`config.mk`:
```
export PLATFORM = sky130hd
export DESIGN_NAME = apb_arbiter
export DESIGN_NICKNAME = d
export VERILOG_FILES = /design/src/rtl/apb_pkg.sv /design/src/rtl/apb_rr_select.sv /design/src/rtl/apb_arbiter.sv
export SDC_FILE = /design/constraint.sdc
export NUM_CORES = 1
export LEC_CHECK = 0
export ABC_AREA = 1
export BUFFER_PORTS_ARGS = -buffer_cell sky130_fd_sc_hd__buf_2
export CORE_AREA = 2 2 159 161
export DETAILED_ROUTE_END_ITERATION = 10
export DIE_AREA = 0 0 161 163
export SYNTH_ARGS = -nofsm -noshare
export SYNTH_HDL_FRONTEND = slang
export SYNTH_HIERARCHICAL = 1
export SYNTH_SLANG_ARGS = --single-unit
export TNS_END_PERCENT = 5
```
`constraint.sdc`:
```
create_clock -name pclk -period 3.2 [get_ports pclk]
set_input_delay 0.16 -clock pclk [delete_from_list [all_inputs] [get_ports pclk]]
set_output_delay 0.16 -clock pclk [all_outputs]
set_load 0.02 [all_outputs]
```
`src/rtl/apb_pkg.sv`:
```
// Purpose : shared APB widths, arbiter state encoding and the alignment helper.
// Latency : n/a (types and constants only).
// Backpressure : n/a.
// Contents: ADDR_WIDTH, DATA_WIDTH, ALIGNBITS, arb_state_t, validAlign().
package apb_pkg;

  localparam int ADDR_WIDTH = 32;
  localparam int DATA_WIDTH = 32;
  localparam int ALIGNBITS  = 2;

  typedef enum logic [1:0] {
    A_IDLE,
    A_SETUP,
    A_ACCESS,
    A_DONE
  } arb_state_t;

  // Takes only the low address bits so callers never carry unused upper bits.
  function automatic logic validAlign(input logic [ALIGNBITS-1:0] addr_lsb);
    return (addr_lsb == '0);
  endfunction

endpackage

```
`src/rtl/apb_rr_select.sv`:
```
// Purpose : combinational round-robin picker over a request vector.
// Latency : 0 cycles (pure combinational).
// Backpressure : none; the caller decides when to act on the winner.
// Ports: req_i (pending requests), last_grant_i (previous winner index),
//        win_oh_o / win_idx_o (winner as one-hot and index), any_req_o.
module apb_rr_select #(
  parameter int NUM_REQ = 4,
  parameter int IDXW    = $clog2(NUM_REQ)
) (
  input  logic [NUM_REQ-1:0] req_i,
  input  logic [IDXW-1:0]    last_grant_i,
  output logic [NUM_REQ-1:0] win_oh_o,
  output logic [IDXW-1:0]    win_idx_o,
  output logic               any_req_o
);

  logic [IDXW-1:0] cand;
  logic            found;

  // Scan starting one past the previous winner and wrap; the first hit wins.
  always_comb begin
    win_oh_o  = '0;
    win_idx_o = '0;
    found     = 1'b0;
    cand      = '0;
    for (int i = 1; i <= NUM_REQ; i++) begin
      cand = IDXW'((int'(last_grant_i) + i) % NUM_REQ);
      if (!found && req_i[cand]) begin
        found           = 1'b1;
        win_idx_o       = cand;
        win_oh_o[cand]  = 1'b1;
      end
    end
  end

  assign any_req_o = |req_i;

endmodule

```
`src/rtl/apb_arbiter.sv`:
```
// Purpose : shares one APB master port between NUM_REQ requesters, round-robin.
// Latency : req->psel 1 cycle; zero-wait transfer 4 cycles; misaligned 2 cycles.
// Backpressure : pready stalls ACCESS; after TIMEOUT stalled cycles the transfer errors out.
// Ports: pclk/preset; req, req_write, req_addr, req_wdata in; gnt, done, rdata, err out;
//        APB master side psel, penable, pwrite, paddr, pwdata out, pready, pslverr, prdata in.
module apb_arbiter
  import apb_pkg::*;
#(
  parameter int NUM_REQ = 4,
  parameter int TIMEOUT = 16
) (
  input  logic                               pclk,
  input  logic                               preset,
  input  logic [NUM_REQ-1:0]                 req,
  input  logic [NUM_REQ-1:0]                 req_write,
  input  logic [NUM_REQ-1:0][ADDR_WIDTH-1:0] req_addr,
  input  logic [NUM_REQ-1:0][DATA_WIDTH-1:0] req_wdata,
  output logic [NUM_REQ-1:0]                 gnt,
  output logic [NUM_REQ-1:0]                 done,
  output logic [DATA_WIDTH-1:0]              rdata,
  output logic                               err,
  output logic                               psel,
  output logic                               penable,
  output logic                               pwrite,
  output logic [ADDR_WIDTH-1:0]              paddr,
  output logic [DATA_WIDTH-1:0]              pwdata,
  input  logic                               pready,
  input  logic                               pslverr,
  input  logic [DATA_WIDTH-1:0]              prdata
);

  localparam int IDXW = $clog2(NUM_REQ);
  localparam int CW   = $clog2(TIMEOUT + 1);

  arb_state_t          state_q;
  logic [IDXW-1:0]     last_q;
  logic [CW-1:0]       cnt_q;
  logic                psel_q, penable_q, pwrite_q, err_q;
  logic [ADDR_WIDTH-1:0] paddr_q;
  logic [DATA_WIDTH-1:0] pwdata_q, rdata_q;
  logic [NUM_REQ-1:0]  gnt_q, done_q;

  logic [NUM_REQ-1:0]  win_oh;
  logic [IDXW-1:0]     win_idx;
  logic                any_req;
  logic [ALIGNBITS-1:0] win_lsb;

  apb_rr_select #(
    .NUM_REQ (NUM_REQ),
    .IDXW    (IDXW)
  ) u_sel (
    .req_i        (req),
    .last_grant_i (last_q),
    .win_oh_o     (win_oh),
    .win_idx_o    (win_idx),
    .any_req_o    (any_req)
  );

  assign win_lsb = req_addr[win_idx][ALIGNBITS-1:0];

  always_ff @(posedge pclk) begin
    if (preset) begin
      state_q   <= A_IDLE;
      last_q    <= IDXW'(NUM_REQ - 1);  // requester 0 wins first after reset
      cnt_q     <= '0;
      psel_q    <= 1'b0;
      penable_q <= 1'b0;
      pwrite_q  <= 1'b0;
      paddr_q   <= '0;
      pwdata_q  <= '0;
      gnt_q     <= '0;
      done_q    <= '0;
      rdata_q   <= '0;
      err_q     <= 1'b0;
    end else begin
      case (state_q)
        A_IDLE: begin
          if (any_req) begin
            // Command is captured here and stays on the bus until the next grant.
            pwrite_q <= req_write[win_idx];
            paddr_q  <= req_addr[win_idx];
            pwdata_q <= req_wdata[win_idx];
            last_q   <= win_idx;
            gnt_q    <= win_oh;
            if (validAlign(win_lsb)) begin
              psel_q  <= 1'b1;
              state_q <= A_SETUP;
            end else begin
              // Misaligned: complete with error without touching the bus.
              done_q  <= win_oh;
              err_q   <= 1'b1;
              rdata_q <= '0;
              state_q <= A_DONE;
            end
          end
        end
        A_SETUP: begin
          penable_q <= 1'b1;
          cnt_q     <= '0;
          state_q   <= A_ACCESS;
        end
        A_ACCESS: begin
          if (pready) begin
            psel_q    <= 1'b0;
            penable_q <= 1'b0;
            done_q    <= gnt_q;
            err_q     <= pslverr;
            rdata_q   <= pwrite_q ? '0 : prdata;
            state_q   <= A_DONE;
          end else begin
            cnt_q <= cnt_q + 1'b1;
            // This stalled cycle is the TIMEOUT-th one: give up with an error.
            if (cnt_q == CW'(TIMEOUT - 1)) begin
              psel_q    <= 1'b0;
              penable_q <= 1'b0;
              done_q    <= gnt_q;
              err_q     <= 1'b1;
              rdata_q   <= '0;
              state_q   <= A_DONE;
            end
          end
        end
        A_DONE: begin
          done_q  <= '0;
          gnt_q   <= '0;
          state_q <= A_IDLE;
        end
        default: state_q <= A_IDLE;
      endcase
    end
  end

  assign gnt     = gnt_q;
  assign done    = done_q;
  assign rdata   = rdata_q;
  assign err     = err_q;
  assign psel    = psel_q;
  assign penable = penable_q;
  assign pwrite  = pwrite_q;
  assign paddr   = paddr_q;
  assign pwdata  = pwdata_q;

endmodule

```
==> reports/qor.log, run 1 <==
[run_status] outcome finished clean
[finish] final core utilization 0.410
[place] worst slack after detailed placement 220 ps
[die] Die Ht 163 µm
[synthesis] Yosys warning count 6
[finish] ratio of cells with drive above 1 in the final layout 0.327
[worst_setup_path] buffer and inverter count on the worst path 4
[sta] total negative slack 0 ps
[cts] maximum level of the CTS H-tree 4
[synthesis] Mapped Cells 1151
[finish] filler instances 2649
[die] placement row count 58
[place] IO Port Bufs 407
[die] area of the die 26200 µm²
[sta] Final Worst Setup Slack 317 ps
[min_path] worst hold path class in -> reg
[sta] share of the cycle needed by the critical path after routing 0.901
[detailed_routing] via density per instance 4.73
[job] MaxCap Viol Count 0
[global_route] Total Routing Usage GR 0.208
[min_path] Hold Crit Start prdata[23]
[cts] hold buffer count at cts 0
[detailed_routing] Met1 Wirelength 11900 µm
[die] Die Width 161 µm
[sta] final hold violation count 0
[power] areal power density over the cells 1430 nW/µm²
[worst_setup_path] slowest cell on the critical path dfxtp_1
[worst_setup_path] Worst setup startpoint last_q[0]
[worst_setup_path] signal arrival time at the worst endpoint 3200 ps
[synthesis] area leader, netlist dfxtp_1
[cts] number of buffers on the longest clock path 2
[worst_setup_path] worst reg2reg startpoint last_q[0]
[place] routability cong. 0.920
[sta] tightest slew margin relative to the limit 0.450
[worst_setup_path] CP Max Fanout 12
[worst_setup_path] kind of capture point of the worst setup path flop
[synthesis] cells taking the most area after synthesis dfxtp_1 33%, nor2_1 16%, o21ai_0 11%, nand2_1 5.9%, o22ai_1 5.6%
[cts] CTS tree yes
[sta] Post-Route Hold Slack 76.5 ps
[sta] fmax 347 MHz
[worst_setup_path] highest cell delay on the worst timing path 430 ps
[power] maximum VDD drop 0.000882 V
[synthesis] count of different cell masters after synthesis 34
[cts] Worst-path clk slew 60 ps
[detailed_routing] count of TritonRoute iterations in the first routing pass 5
[global_route] pin count of the biggest net entering global routing 76
[die] core outline area 24700 µm²
[synthesis] nets in the synthesized netlist 1466
[synthesis] proportion of netlist area held by the largest area contributor 0.325
[sta] unrepaired setup endpoints after global routing no
[worst_setup_path] worst-case register-to-register setup slack 320 ps
[sta] worst-margin pin slew 825 ps
[worst_setup_path] worst-path cell chain inv_8 -> ha_1 -> inv_2 -> nand3_1 -> nand2_1 -> nand3_1 -> nor2_2 -> nor2_1 -> nor2_4 -> clkinv_2 -> nand2_1 -> nand3_1 -> nand2_2 -> nand3_4 -> buf_4 -> a21oi_1 -> nor2_1
[sta] final-report max-slew violation count 0
[detailed_routing] antenna-violating nets left 0
[synthesis] netlist area before placement 7200 µm²
[cts] Clk Latency, worst-skew pair 420 ps
[finish] most common cell after layout, fill and taps aside buf_2
[detailed_routing] final wirelength 28400 µm
[global_route] number of antenna violations at the first check in global routing 5
[cts] Root Buffer clkbuf_16
[cts] number of buffers created by CTS 17
[die] Initial Util 0.292
[finish] Final Net Count 1836
[global_route] vias in the first global route 8227
[detailed_routing] sum of met2 wire segment lengths after detailed routing 13400 µm
[worst_setup_path] crit start category flop
[synthesis] sequential fraction of the synthesis area 0.325
[worst_setup_path] Most common cell on crit path nand3_1
[sta] final worst path period need 2880 ps
[sta] number of endpoints failing setup at the final stage 0
[detailed_routing] Routed met3 length 2190 µm
[synthesis] mean instance size in the synthesized netlist 6.25 µm²
[worst_setup_path] Top Family by Delay on Critical Path simple AND/OR/NAND/NOR gates
[global_route] first-pass GRT wire length 43300 µm
[global_route] overflow left after global routing 0
[detailed_routing] vias after detailed routing 8845
[finish] commonest non-fill, non-tap cells in the layout 407 x buf_2, 311 x nor2_1, 163 x o21ai_0, 117 x dfxtp_1, 112 x nand2_1
[detailed_routing] uppermost metal layer occupied by signal nets met5
[power] static leakage power 5.36 nW
[cts] Clock Sink Count 117
[finish] final non-filler cell total 1869
[detailed_routing] average wire length per cell after detail routing 15.2 µm
[place] Detail Placement HPWL 20900 µm
[die] Boundary Pins 408
[synthesis] FF+latch count, synth 117
[place] # placed instances 1829
[worst_setup_path] Crit path required time 3510 ps
[detailed_routing] number of DRC violations after detailed routing 0
[sta] Fin Clk Skew 14.0 ps
[worst_setup_path] critical path class reg -> reg
[detailed_routing] number of design-rule violations left by the first detailed-router iteration 685
[finish] Area Growth Syn to Fin 40.5%
worst min-delay path, delay by kind of cell:
family	cells	cell delay, ps
simple gates	4	220
buf+inv	1	70
through the flow:
step | total power, mW | instance area [µm²]
2_1_floorplan | 9.90 | 7200
3_5_place_dp | 12.5 | 9490
5_1_grt | 16.0 | 10100
6_report | 14.5 | 10100
3_3_place_gp | 12.4 | 9490
4_1_cts | 14.5 | 10100
sequential cells by signal, indices dropped and copies added (netlist names), 2 cells and up:
register / cells
paddr: 32
gnt: 4
pwdata: 32
done: 4
cnt_q: 5
last_q: 2
rdata: 32
state_q: 2
power breakdown:
group / switching, mW / internal, mW / total (mW) / leakage, nW
sequential: 0.281 / 2.01 / 2.29 / 0.969
combinational: 6.82 / 3.44 / 10.3 / 4.11
clock: 0.780 / 1.15 / 1.93 / 0.283
total: 7.88 / 6.60 / 14.5 / 5.36
synthesized netlist by cell type (all sizes together):
cell type,instances
a221oi,1
o21ai,198
a21oi,52
nand2,125
inv,100
a21boi,4
a31oi,2
o211ai,2
dfxtp,117
buf,32
o22ai,64
nand3,58
a211oi,1
clkbuf,53
nand4,6
a22oi,4
nor2,316
ha,15
clkinv,1
layer usage:
layer  GRT usage  vias to the layer above
met1       0.250                     3913
met3      0.0596                       56
li1            -                     4529
met5           0                        -
met2       0.348                      345
met4      0.0860                        2
cells by family (layout without fill, tap and decap cells):
kind of cell / Yosys count / after routing / synth area share
and+or+nand+nor: 505 / 506 / 0.292
other: 0 / 5 / 0
AOI/OAI and AO/OA: 328 / 328 / 0.245
buffers and inverters: 186 / 568 / 0.111
adders and majority gates: 15 / 15 / 0.0261
DFF: 117 / 117 / 0.325
cell type report:
type,instances,area [µm²],area share
multi-input cells,849,4090,0.405
flip-flops and latches,117,2340,0.231
repair buffers,435,2280,0.226
clock buffers,17,425,0.0420
well taps,330,413,0.0408
inverters,101,390,0.0386
clock inverters,15,156,0.0155
diodes,5,12.5,0.00124
path summary, 6_finish.rpt:
kind,to,depth (start not counted)
worst max register to register,rdata[23],17
worst min-delay path,rdata[23],5
worst max-delay path,rdata[23],17
worst min register to register,cnt_q[3],1
what timing repair did:
item                       4_1_cts  5_1_grt
gates resized for setup          0        2
setup buffers                    0        2
setup endpoints to repair        0       31
No activity file was read; power rests on OpenSTA's default activity.
==> run 2, diff against run 1 <==
--- a/config.mk
+++ b/config.mk
@@ -6,10 +6,10 @@
 export NUM_CORES = 1
 export LEC_CHECK = 0
 export ABC_AREA = 1
-export BUFFER_PORTS_ARGS = -buffer_cell sky130_fd_sc_hd__buf_2
-export CORE_AREA = 2 2 159 161
+export CORE_AREA = 2 2 157 159
 export DETAILED_ROUTE_END_ITERATION = 10
-export DIE_AREA = 0 0 161 163
+export DIE_AREA = 0 0 159 161
+export DONT_BUFFER_PORTS = 1
 export SYNTH_ARGS = -nofsm -noshare
 export SYNTH_HDL_FRONTEND = slang
 export SYNTH_HIERARCHICAL = 1
==> run 2 against run 1 <==
  * Sequential share of layout area grew 5.2 points
  * Clock power shrank 2%
  * Worst hold slack lost 71 ps
  * Largest cell class unchanged
  * Design area shrank 18%
  * Die area shrank 2.5%
  * Total power shrank 4.9%
  * Setup slack lost 100 ps
  * Sequential cell count is the same
==> reports/qor.log, run 2 (synthesis gave the netlist of run 1 again) <==
[min_path] worst hold path class in -> reg
[worst_setup_path] worst setup path endpoint paddr[29]
[global_route] Total Routing Usage GR 0.188
[run_status] outcome finished clean
[sta] final hold violation count 0
[finish] filler instances 2633
[power] net load switching power 7.67 mW
[finish] commonest non-fill, non-tap cells in the layout 311 x nor2_1, 163 x o21ai_0, 117 x dfxtp_1, 112 x nand2_1, 95 x inv_1
[global_route] pin count of the biggest net entering global routing 119
[die] Die Ht 161 µm
[detailed_routing] via density per instance 5.19
[min_path] hold path cells 4
[die] Die Width 159 µm
[detailed_routing] count of TritonRoute iterations in the first routing pass 5
[finish] post-route cell area 8270 µm²
[place] # placed instances 1409
[worst_setup_path] worst reg-to-reg path cell count 14
[sta] fmax 335 MHz
[worst_setup_path] CP Max Fanout 118
[job] MaxCap Viol Count 0
[sta] share of the cycle needed by the critical path after routing 0.934
[sta] number of endpoints failing setup at the final stage 0
[power] Net Sw Frac 0.557
[sta] tightest slew margin relative to the limit 0.402
[worst_setup_path] worst reg2reg startpoint last_q[0]
[worst_setup_path] RR Endpoint paddr[29]
[place] worst slack after detailed placement 118 ps
[cts] Post CTS Setup Buffer Count 0
[finish] final non-filler cell total 1468
[worst_setup_path] kind of capture point of the worst setup path flop
[global_route] number of antenna violations at the first check in global routing 2
[worst_setup_path] Crit path required time 3500 ps
[finish] register cell area after layout 2340 µm²
[detailed_routing] vias after detailed routing 7614
[die] core outline area 24000 µm²
[cts] Clk Latency, worst-skew pair 410 ps
[sta] worst-margin pin slew 892 ps
[power] Pwr Total 13.8 mW
[cts] number of buffers created by CTS 17
[detailed_routing] antenna-violating nets left 0
[power] part of the power in registers 0.221
[place] post-place instance area 7410 µm²
[global_route] first-pass GRT wire length 38500 µm
[sta] total negative slack 0 ps
[worst_setup_path] signal arrival time at the worst endpoint 3290 ps
[power] areal power density over the cells 1660 nW/µm²
[die] area of the die 25600 µm²
[worst_setup_path] crit start category flop
[detailed_routing] average wire length per cell after detail routing 17.1 µm
[power] internal power 6.10 mW
[die] Boundary Pins 408
[die] placement row count 57
[cts] Root Buffer clkbuf_16
[cts] maximum level of the CTS H-tree 4
[die] Initial Util 0.300
[place] routability cong. 0.959
[worst_setup_path] critical path class reg -> reg
[finish] Area Growth Syn to Fin 14.9%
[place] IO Port Bufs 0
[power] static leakage power 3.71 nW
[cts] CTS tree yes
[sta] Final Worst Setup Slack 212 ps
[cts] Clock Sink Count 117
[finish] most common cell after layout, fill and taps aside nor2_1
[detailed_routing] number of DRC violations after detailed routing 0
[power] proportion of power drawn by combinational gates 0.642
[cts] Worst-path clk slew 60 ps
[global_route] vias in the first global route 6905
[power] maximum VDD drop 0.000711 V
[detailed_routing] final wirelength 25100 µm
[finish] ratio of cells with drive above 1 in the final layout 0.0727
[cts] number of buffers on the longest clock path 2
[finish] Final Net Count 1444
[finish] multi-input combinational cell area 4080 µm²
[detailed_routing] number of design-rule violations left by the first detailed-router iteration 572
[sta] final worst path period need 2990 ps
[worst_setup_path] worst-case register-to-register setup slack 210 ps
[power] clock network fraction of total power 0.137
[sta] Fin Clk Skew 8.91 ps
[global_route] overflow left after global routing 0
[place] Detail Placement HPWL 18400 µm
[sta] final-report max-slew violation count 0
[worst_setup_path] Worst setup startpoint last_q[0]
[sta] unrepaired setup endpoints after global routing no
-- run 2: cell count changes in the layout (fill, tap and decap cells not counted), sizes merged --
| cell | change |
|---|---|
| inv | +2 |
| nand3 | -1 |
| diode | -3 |
| buf | -415 |
| clkinvlp | +3 |
| clkinv | -6 |
| dlygate4sd3 | +24 |
| clkbuf | +1 |
-- run 2: stage by stage --
step	hold slack, ps	util
2_1_floorplan	358	-
3_3_place_gp	252	0.309
3_5_place_dp	257	0.309
4_1_cts	0.416	0.345
5_1_grt	19.7	0.345
6_report	5.52	0.345
-- run 2: power groups by stage --
stage	logic, mW	registers, mW	clock network, mW
after floorplan	7.03	2.87	0
after global placement	8.54	3.08	0
after detailed placement	8.70	3.08	0
after CTS	8.79	3.05	1.95
after global routing	9.98	3.10	2.02
final	8.84	3.04	1.89
-- run 2: routing by layer --
| layer | wire length [µm] | vias up | track usage |
|---|---|---|---|
| met3 | 2610 | 35 | 0.0722 |
| met2 | 11800 | 358 | 0.313 |
| li1 | - | 3738 | - |
| met4 | 475 | 2 | 0.0587 |
| met1 | 10200 | 3481 | 0.224 |
| met5 | 17 | - | 0 |
-- run 2: cell type report --
type | count | area share
well taps | 324 | 0.0490
clock buffers | 18 | 0.0519
repair buffers | 44 | 0.0561
clock inverters | 14 | 0.0186
flip-flops and latches | 117 | 0.283
diodes | 2 | 0.000605
inverters | 101 | 0.0474
multi-input cells | 848 | 0.493
-- run 2: worst min path at each step --
stage	start	end
after floorplan	pready	cnt_q[1]
after global placement	preset	gnt[3]
after detailed placement	preset	gnt[0]
after CTS	prdata[12]	rdata[12]
after global routing	prdata[16]	rdata[16]
final	prdata[15]	rdata[15]
-- run 2: repair_timing --
item | CTS | global route
gates resized for setup | 0 | 2
hold buffers | 25 | 0
setup endpoints to repair | 0 | 32
endpoints found under the hold margin | 95 | 0
-- run 2: worst max-delay path, stage by stage (launching register included) --
cell and delay, ps:
dfxtp_1 420, inv_8 80, ha_1 310, buf_4 160, nand3_4 120, nand2_4 90
inv_4 80, nand2_1 50, a21oi_1 200, nor2_4 110, buf_12 200, o21ai_0 670
o22ai_1 150, o21ai_0 160, inv_1 50
==> run 3, diff against run 2 <==
--- a/config.mk
+++ b/config.mk
@@ -5,10 +5,9 @@
 export SDC_FILE = /design/constraint.sdc
 export NUM_CORES = 1
 export LEC_CHECK = 0
-export ABC_AREA = 1
-export CORE_AREA = 2 2 157 159
+export CORE_AREA = 2 2 158 160
 export DETAILED_ROUTE_END_ITERATION = 10
-export DIE_AREA = 0 0 159 161
+export DIE_AREA = 0 0 160 162
 export DONT_BUFFER_PORTS = 1
 export SYNTH_ARGS = -nofsm -noshare
 export SYNTH_HDL_FRONTEND = slang
==> run 3 against run 2 <==
  * Cell count down 31%
  * Largest power group unchanged
  * Core utilization down 2.1 points
  * Sequential cell count unchanged
  * Clock-buffer cell count up 1
  * Maximum frequency down 1.3%
  * Global-route usage down 2.7 points
  * Clock power about the same
  * Critical path type unchanged
  * Total power down 35%
  * Routed wire length down 14%
==> reports/qor.log, run 3 <==
[place] Detail Placement HPWL 16000 µm
[worst_setup_path] Crit path required time 3540 ps
[worst_setup_path] highest cell delay on the worst timing path 440 ps
[detailed_routing] average wire length per cell after detail routing 21.4 µm
[die] Initial Util 0.270
[global_route] vias in the first global route 5384
[worst_setup_path] signal arrival time at the worst endpoint 3370 ps
[cts] Clock Sink Count 117
[synthesis] number of synthesized flops with an enable pin 0
[finish] final core utilization 0.324
[sta] final hold violation count 0
[synthesis] fraction of registers with async set/reset 0
[cts] number of buffers created by CTS 17
[cts] maximum level of the CTS H-tree 4
[die] Die Width 160 µm
[synthesis] netlist area before placement 6510 µm²
[finish] most common cell after layout, fill and taps aside nand2_1
[run_status] outcome finished clean
[sta] unrepaired setup endpoints after global routing no
[sta] total negative slack 0 ps
[sta] worst-margin pin slew 590 ps
[global_route] overflow left after global routing 0
[finish] Final Net Count 990
[synthesis] nets in the synthesized netlist 973
[job] MaxCap Viol Count 0
[sta] final-report max-slew violation count 0
[global_route] number of antenna violations at the first check in global routing 0
[worst_setup_path] slowest cell on the critical path mux4_2
[global_route] met3 capacity usage during global routing 0.0692
[power] static leakage power 2.83 nW
[min_path] worst hold path class in -> reg
[detailed_routing] antenna-violating nets left 0
[worst_setup_path] Top Family by Delay on Critical Path compound AO/OA/AOI/OAI gates
[power] maximum VDD drop 0.000513 V
[cts] Clk Latency, worst-skew pair 420 ps
[detailed_routing] vias after detailed routing 5258
[global_route] met2 routing resource usage after global routing 0.292
[worst_setup_path] CP Max Fanout 32
[sta] tightest slew margin relative to the limit 0.606
[synthesis] leading cell types by count after synthesis 147 x nand2_1, 117 x dfxtp_1, 77 x a21oi_1
[synthesis] top-count cell post-synth nand2_1
[synthesis] proportion of netlist area held by the largest area contributor 0.360
[finish] commonest non-fill, non-tap cells in the layout 146 x nand2_1, 115 x dfxtp_1, 77 x a21oi_1, 67 x mux4_2
[finish] multi-input combinational cell area 3880 µm²
[synthesis] Yosys warning count 6
[worst_setup_path] crit start category flop
[worst_setup_path] critical path class reg -> reg
[sta] number of endpoints failing setup at the final stage 0
[cts] CTS tree yes
[worst_setup_path] kind of capture point of the worst setup path flop
[synthesis] prevailing post-synth register cell dfxtp_1
[detailed_routing] number of DRC violations after detailed routing 0
[synthesis] FF+latch count, synth 117
[synthesis] sequential fraction of the synthesis area 0.360
[worst_setup_path] buffer and inverter count on the worst path 2
[synthesis] count of different cell masters after synthesis 50
[global_route] Total Routing Usage GR 0.161
[finish] Area Growth Syn to Fin 19.9%
[synthesis] area leader, netlist dfxtp_1
[die] placement row count 57
[global_route] met1 layer usage reported by global route 0.174
[sta] fmax 330 MHz
[cts] Post CTS Setup Buffer Count 0
[place] IO Port Bufs 0
[die] area of the die 25900 µm²
[sta] Fin Clk Skew 13.6 ps
[global_route] first-pass GRT wire length 32100 µm
[power] areal power density over the cells 1150 nW/µm²
[finish] register cell area after layout 2340 µm²
[finish] post-route cell area 7800 µm²
[cts] Root Buffer clkbuf_16
[finish] antenna diode instance count 0
[cts] Worst-path clk slew 60 ps
[finish] ratio of cells with drive above 1 in the final layout 0.203
[place] post-place instance area 6870 µm²
[die] Boundary Pins 408
[place] routability cong. 0.874
[die] core outline area 24100 µm²
[global_route] pin count of the biggest net entering global routing 84
[sta] final worst path period need 3030 ps
[synthesis] cells taking the most area after synthesis dfxtp_1 36%, mux4_2 23%, nand2_1 8.5%, a21oi_1 5.9%, a22o_1 4.3%
[synthesis] Mapped Cells 658
[cts] number of buffers on the longest clock path 2
[detailed_routing] via density per instance 5.20
[finish] filler instances 2452
[synthesis] mean instance size in the synthesized netlist 9.90 µm²
[global_route] most utilized layer in the global route result met2
[sta] share of the cycle needed by the critical path after routing 0.946
[detailed_routing] number of design-rule violations left by the first detailed-router iteration 271
[detailed_routing] count of TritonRoute iterations in the first routing pass 5
[detailed_routing] final wirelength 21700 µm
[worst_setup_path] worst-path cell chain inv_1 -> ha_1 -> mux2_2 -> nand2_1 -> o21ai_0 -> a31oi_4 -> mux4_2 -> a211oi_4 -> buf_4 -> a22o_1
[die] Die Ht 162 µm
-- run 3: cell count changes in the layout (fill, tap and decap cells not counted), moves of 33 or more --
cell     before  now
mux4_2        0   67
nand2_1     112  146
o21ai_1      34    1
nor2_1      311   29
inv_1        95   17
o21ai_0     163    7
o22ai_1      64    6
nand3_1      51    4
-- run 3: report_power, final --
part	internal, mW	switching, mW
logic	2.00	2.15
clock network	1.12	0.762
registers	1.95	0.974
total	5.07	3.89
-- run 3: cell type report --
class / count / share of cell area
clock buffer: 19 / 0.0580
timing repair buffer: 52 / 0.0676
sequential: 117 / 0.300
tap: 324 / 0.0519
clock inverter: 13 / 0.0160
multi-input combinational: 470 / 0.498
inverter: 17 / 0.00818
-- run 3: worst min-delay path, delay by kind of cell --
| kind | cells | cell delay, ps |
|---|---|---|
| AOI/OAI and AO/OA | 2 | 190 |
| and+or+nand+nor | 1 | 30 |
-- run 3: cell families (layout without fill, tap and decap cells) --
kind of cell | count (synthesis) | count (layout) | share of synthesized area
AOI/OAI and AO/OA | 158 | 158 | 0.162
DFF | 117 | 117 | 0.360
adders and majority gates | 15 | 15 | 0.0288
buffers and inverters | 71 | 101 | 0.0507
muxes | 77 | 77 | 0.255
and+or+nand+nor | 220 | 220 | 0.144
-- run 3: final timing paths --
path               endpoint  cells after the start  slack (ps)  startpoint
setup / recovery  rdata[25]                     10         170   last_q[0]
hold / removal     cnt_q[2]                      3          30      pready
setup reg to reg  rdata[25]                     10         170   last_q[0]
hold reg to reg    cnt_q[4]                      2         490    cnt_q[4]
-- run 3: repair_timing --
| item | CTS | global route |
|---|---|---|
| setup endpoints to repair | 0 | 1 |
| gates resized for setup | 0 | 1 |
| hold endpoints to repair | 117 | 0 |
| hold buffers | 33 | 0 |
-- run 3: stage by stage --
stage | power, mW | worst slack [ps] | cells | hold WS, ps
CTS | 9.11 | 197 | 1012 | 0.780
finish | 8.96 | 173 | 1012 | 29.5
global route | 9.59 | 43.5 | 1012 | 30.5
detailed placement | 7.12 | 223 | 947 | 255
global placement | 7.05 | 286 | 947 | 251
floorplan | 6.15 | 0.278 | 658 | 285
-- run 3: metal layers --
| metal | part of all wire | up-vias |
|---|---|---|
| met5 | 0 | - |
| met4 | 0.0095 | 0 |
| met3 | 0.096 | 14 |
| met2 | 0.53 | 271 |
| met1 | 0.37 | 2521 |
| li1 | - | 2452 |
